[src/rtl/mod_arbiter.sv]
// Round-robin scheduler sharing one iterative a-mod-b unit among NUM_REQ requesters.
// Grants one job at a time, bypasses divide-by-zero, and aborts hung jobs via a watchdog.
//
// Ports:
//   i_clk, i_reset       clock, synchronous active-high reset
//   i_req                level request per requester
//   i_req_a, i_req_b     packed operands, requester i at [i*WIDTH +: WIDTH]
//   o_gnt                one-hot pulse when the winner's operands are captured
//   o_rsp_valid          one-hot pulse qualifying o_rsp_result / o_rsp_err
//   o_rsp_result         result (held between pulses)
//   o_rsp_err            00 ok, 01 divisor zero, 10 timeout (held between pulses)
//   o_busy               high whenever the scheduler is not idle
//   o_mod_start          start pulse to the mod unit
//   o_mod_a, o_mod_b     operands to the mod unit, stable from start to done
//   i_mod_done           unit completion pulse, honoured only while waiting
//   i_mod_result         unit result, valid with i_mod_done

module mod_arbiter #(
    parameter int NUM_REQ = 4,
    parameter int WIDTH   = 32,
    parameter int TIMEOUT = 64
) (
    input  logic                     i_clk,
    input  logic                     i_reset,
    input  logic [NUM_REQ-1:0]       i_req,
    input  logic [NUM_REQ*WIDTH-1:0] i_req_a,
    input  logic [NUM_REQ*WIDTH-1:0] i_req_b,
    output logic [NUM_REQ-1:0]       o_gnt,
    output logic [NUM_REQ-1:0]       o_rsp_valid,
    output logic [WIDTH-1:0]         o_rsp_result,
    output logic [1:0]               o_rsp_err,
    output logic                     o_busy,
    output logic                     o_mod_start,
    output logic [WIDTH-1:0]         o_mod_a,
    output logic [WIDTH-1:0]         o_mod_b,
    input  logic                     i_mod_done,
    input  logic [WIDTH-1:0]         i_mod_result
);

    localparam int IDXW = (NUM_REQ > 1) ? $clog2(NUM_REQ) : 1;
    localparam int WDW  = $clog2(TIMEOUT) + 1;

    typedef enum logic [1:0] {
        S_IDLE,
        S_ISSUE,
        S_WAIT,
        S_RESP
    } state_t;

    state_t            r_state;
    state_t            w_state_nxt;
    logic [IDXW-1:0]   r_rr_ptr;
    logic [IDXW-1:0]   r_idx;
    logic [WIDTH-1:0]  r_a;
    logic [WIDTH-1:0]  r_b;
    logic [WDW-1:0]    r_wd;
    logic [WIDTH-1:0]  r_rsp_result;
    logic [1:0]        r_rsp_err;

    logic              w_found;
    logic [IDXW-1:0]   w_win;
    logic [WIDTH-1:0]  w_win_a;
    logic [WIDTH-1:0]  w_win_b;
    logic              w_wd_exp;

    // Operands never exceed 2*NUM_REQ-1, so one conditional subtract wraps them.
    function automatic logic [IDXW-1:0] f_wrap(input int v);
        int t;
        t = (v >= NUM_REQ) ? v - NUM_REQ : v;
        return t[IDXW-1:0];
    endfunction

    // Scan from the round-robin pointer upward; first set request wins.
    always_comb begin
        w_found = 1'b0;
        w_win   = '0;
        for (int i = 0; i < NUM_REQ; i++) begin
            if (!w_found && i_req[f_wrap(int'(r_rr_ptr) + i)]) begin
                w_found = 1'b1;
                w_win   = f_wrap(int'(r_rr_ptr) + i);
            end
        end
    end

    assign w_win_a  = i_req_a[w_win*WIDTH +: WIDTH];
    assign w_win_b  = i_req_b[w_win*WIDTH +: WIDTH];

    // Watchdog counts WAIT cycles from 0, so this bounds WAIT to TIMEOUT cycles.
    assign w_wd_exp = (r_wd == WDW'(TIMEOUT - 1));

    always_ff @(posedge i_clk) begin
        if (i_reset) begin
            r_state <= S_IDLE;
        end else begin
            r_state <= w_state_nxt;
        end
    end

    always_comb begin
        w_state_nxt = r_state;
        o_gnt       = '0;
        o_rsp_valid = '0;
        o_mod_start = 1'b0;
        unique case (r_state)
            S_IDLE: begin
                if (w_found) begin
                    w_state_nxt = S_ISSUE;
                end
            end
            S_ISSUE: begin
                o_gnt[r_idx] = 1'b1;
                if (r_b != '0) begin
                    o_mod_start = 1'b1;
                    w_state_nxt = S_WAIT;
                end else begin
                    w_state_nxt = S_RESP;
                end
            end
            S_WAIT: begin
                if (i_mod_done || w_wd_exp) begin
                    w_state_nxt = S_RESP;
                end
            end
            S_RESP: begin
                o_rsp_valid[r_idx] = 1'b1;
                w_state_nxt        = S_IDLE;
            end
            default: begin
                w_state_nxt = S_IDLE;
            end
        endcase
    end

    always_ff @(posedge i_clk) begin
        if (i_reset) begin
            r_rr_ptr     <= '0;
            r_idx        <= '0;
            r_a          <= '0;
            r_b          <= '0;
            r_wd         <= '0;
            r_rsp_result <= '0;
            r_rsp_err    <= 2'b00;
        end else begin
            unique case (r_state)
                S_IDLE: begin
                    if (w_found) begin
                        r_idx <= w_win;
                        r_a   <= w_win_a;
                        r_b   <= w_win_b;
                    end
                end
                S_ISSUE: begin
                    r_wd <= '0;
                    if (r_b == '0) begin
                        r_rsp_result <= r_a;
                        r_rsp_err    <= 2'b01;
                    end
                end
                S_WAIT: begin
                    // Completion takes priority over a coincident watchdog expiry.
                    if (i_mod_done) begin
                        r_rsp_result <= i_mod_result;
                        r_rsp_err    <= 2'b00;
                    end else if (w_wd_exp) begin
                        r_rsp_result <= '0;
                        r_rsp_err    <= 2'b10;
                    end else begin
                        r_wd <= r_wd + 1'b1;
                    end
                end
                S_RESP: begin
                    r_rr_ptr <= f_wrap(int'(r_idx) + 1);
                end
                default: begin
                    r_wd <= '0;
                end
            endcase
        end
    end

    assign o_busy       = (r_state != S_IDLE);
    assign o_mod_a      = r_a;
    assign o_mod_b      = r_b;
    assign o_rsp_result = r_rsp_result;
    assign o_rsp_err    = r_rsp_err;

endmodule

[config.mk]
export PLATFORM = sky130hd
export DESIGN_NAME = mod_arbiter
export DESIGN_NICKNAME = d
export VERILOG_FILES = /design/src/rtl/mod_arbiter.sv
export SDC_FILE = /design/constraint.sdc
export NUM_CORES = 1
export LEC_CHECK = 0
export CAP_MARGIN = 20
export CORE_ASPECT_RATIO = 1.4
export CORE_MARGIN = 10
export CORE_UTILIZATION = 34
export DETAILED_ROUTE_END_ITERATION = 12
export PLACE_DENSITY = 0.83
export SLEW_MARGIN = 15
export SYNTH_ARGS = -nofsm -noshare
export SYNTH_HDL_FRONTEND = slang
export SYNTH_SLANG_ARGS = --single-unit
[constraint.sdc]
create_clock -name i_clk -period 1.9 [get_ports i_clk]
set_input_delay 0.285 -clock i_clk [delete_from_list [all_inputs] [get_ports i_clk]]
set_output_delay 0.285 -clock i_clk [all_outputs]
set_load 0.03 [all_outputs]
==> results.tsv <==
stage	metric	value	unit
critical_path	Startpoint Class	flop	
floorplanning	die height	184	µm
finish	synth-to-layout area growth	95.4	%
critical_path	FF-to-FF Start	o_mod_b[27]	
floorplanning	area of the die	25100	µm²
timing	Setup Skew	14.0	ps
critical_path	cells on worst reg2reg path	9	
timing	period utilization	113	%
grt	largest net degree at the start of global routing	47	
timing	worst setup margin	-255	ps
clocking	Root Driver	clkbuf_16	
critical_path	WS Path Type	flop to flop	
critical_path	Worst Setup SP	o_mod_b[27]	
detailed_routing	Detailed Routing Iterations Pass 1	5	
finish	Final Net Count	1544	
synthesis	Seq/Total Area, Yosys	34.2	%
clocking	Num Clock Sinks	111	
timing	fmax	464	MHz
synthesis	Mapped Area	6500	µm²
clocking	clock transition at the registers of the reported paths	80	ps
place	GPL Wtd Cong	0.928	
floorplanning	row count	59	
synthesis	Yosys Warn Count	0	
pwr	P per Cell Area	1110	nW/µm²
detailed_routing	vias per cell	5.53	
run	max_cap viols	0	
timing	final setup TNS	-7360	ps
synthesis	synth unique cells	44	
finish	Final Core Density	68.0	%
detailed_routing	post-route ant nets	0	
pwr	Comb pwr share	61.1	%
place	port bufs	402	
pwr	P_leak	4.92	nW
pwr	Psw	0.00609	W
pwr	clock group share of total power	13.7	%
critical_path	RR Endpoint	o_rsp_result[19]	
floorplanning	Die Width	137	µm
timing	RSZ-0062 raised after global routing	true	
pwr	Reg power frac	25.2	%
synthesis	leading register cell type out of synthesis	dfxtp_1	
synthesis	Avg Inst Size Synth	8.37	µm²
detailed_routing	final WL	35900	µm
timing	Setup violations, final	45	
synthesis	Syn Inst Count	777	
timing	Max Slew Vio Count	0	
place	dpl cells	1429	
hold_path	Hold Crit Class	flop to flop	
critical_path	WP data arrival	2400	ps
floorplanning	Starting Density	34.8	%
floorplanning	Top-Level Pins	403	
detailed_routing	initial drt markers	532	
clocking	Max clock buf depth	2	
clocking	H-tree depth	3	
grt	initial antenna violation count	1	
pwr	Sw Share	43.4	%
critical_path	Worst EP required	2140	ps
clocking	Worst-Skew Late Latency	360	ps
synthesis	async set-reset flop share out of synthesis	0	%
timing	post-route minimum period	2160	ps
detailed_routing	Routed WL per cell	24.1	µm
grt	Tot GR Track Use	23.7	%
grt	number of global-route vias before repair	8042	
clocking	hold_buf cts	0	
grt	GRT Residual Overflow	0	
timing	worst slew pin tran	481	ps
timing	final hold vios	0	
outcome	run status	finished, violations left	
outcome	violated checks	setup timing	
finish	layout cell share with drive strength beyond 1	17.1	%
grt	first-pass GRT wire length	46200	µm
synthesis	number of flops mapped to enable cells by yosys	0	
critical_path	critical path capture point type	flop	
clocking	Num CTS Buffers	9	
place	Setup WS pre-CTS	-416	ps
critical_path	flop2flop setup slack	-260	ps
finish	Non-Filler Instances	1491	
critical_path	crit path max fanout	16	
synthesis	Yosys reg bits	111	
detailed_routing	routed via count	8243	
pwr	Int Power	0.00796	W
place	Detail Placement HPWL	24700	µm
timing	relative slew slack	67.9	%
pwr	peak supply drop	0.000557	V
detailed_routing	DRC viols	0	
floorplanning	Core ar.	18700	µm²
critical_path	CP endpoint	o_rsp_result[19]	
synthesis	post-synth net total	1081	
clocking	CTS tree	yes	
critical path, stage by stage, from the launching register on:
cell	delay, ps
dfxtp_1	330
nor4_2	300
nand2_2	140
o41ai_4	480
buf_4	190
buf_6	130
buf_12	110
a21oi_4	50
buf_12	180
o2bb2ai_1	130
flip-flops by register name (all words and copies together) (netlist names):
name	flops
o_mod_a	32
o_mod_b	32
o_rsp_err	2
o_rsp_result	32
r_idx	2
r_rr_ptr	2
r_state	2
r_wd	7
layer usage:
metal	up-vias	part of all wire (%)	GRT usage (%)	wire, µm
met1	3882	35	25.3	12700
li1	3796	-	-	-
met2	469	51	41.9	18400
met4	0	4.6	10.9	1650
met3	96	8.7	6.95	3120
met5	-	0	0	0
final cells by class:
type | instances | area [µm²]
antenna | 2 | 5.00
tap | 244 | 305
clock inverter | 6 | 50.0
inverter | 8 | 30.0
fill | 1413 | 5970
sequential | 111 | 2240
multi-input combinational | 594 | 4390
clock buffer | 10 | 239
timing repair buffer | 516 | 5450
power by group through the flow:
stage,clock network [W],logic (W),registers [W]
floorplan,0,0.00241,0.00461
detailed placement,0,0.00708,0.00350
finish,0.00192,0.00859,0.00354
CTS,0.00194,0.00739,0.00346
global placement,0,0.00700,0.00348
global route,0.00199,0.00900,0.00361
cell usage after synthesis (24+ instances only):
master     instances  area share (%)
o21ai_0           24             1.8
mux2i_1           68              10
a21boi_0          62             7.2
clkbuf_1          49             2.8
o21ai_1           43             3.3
o2bb2ai_1         32             4.3
nand2_1           73             4.2
o211ai_1          62             7.2
and3_1            62             6.0
dfxtp_1          111              34
a21oi_1           42             3.2
nor2b_1           34             3.3
worst min path at each step:
stage                                 from          endpoint  slack (ps)  depth (start not counted)
after global routing      o_rsp_result[15]  o_rsp_result[15]         480                          1
after CTS                 o_rsp_result[20]  o_rsp_result[20]         470                          1
after detailed placement   o_rsp_result[7]   o_rsp_result[7]         450                          1
after floorplan                    r_wd[6]           r_wd[6]         440                          2
after global placement    o_rsp_result[11]  o_rsp_result[11]         440                          1
final                      o_rsp_result[6]   o_rsp_result[6]         470                          1
layout by cell type (no fill, tap or decap), drive strengths merged, types with 2 or more instances in the layout:
cell type        n
and3            62
o211ai          62
and2            13
o221ai           2
o41ai            2
o2bb2ai         32
a21boi          62
nand2           73
nand3           10
nand2b           4
nor2            14
clkbuf          21
dlymetal6s2s     4
diode            2
buf            112
and4             2
mux2i           68
nor2b           34
clkdlybuf4s50  387
or2              3
ha               9
inv             11
xnor2            2
dfxtp          111
a21oi           44
a211oi           2
xor2             2
o21ai           67
o31a             3
clkinv           2
nor4            10
kinds of logic after synthesis:
group	Yosys count	share of synthesized area, %
simple gates	230	18.8
buf+inv	75	4.91
xor+xnor	4	0.539
flops	111	34.2
mux	68	10.5
compound gates	280	29.4
fa+ha+maj	9	1.73
per-stage QoR:
step                total power [W]  hold WS, ps  area [µm²]
floorplan                   0.00703          437        6500
global placement             0.0105          443       11300
detailed placement           0.0106          447       11300
CTS                          0.0128          469       11800
global route                 0.0146          478       12700
finish                       0.0141          468       12700
repair_timing:
| item | 4_1_cts | 5_1_grt |
|---|---|---|
| cloned | 2 | 17 |
| resized for setup | 13 | 92 |
| setup endpoints to repair | 69 | 100 |
| pin swaps | 6 | 17 |
| buffers inserted | 9 | 17 |
Note: power is estimated with default switching activity, not from simulation.
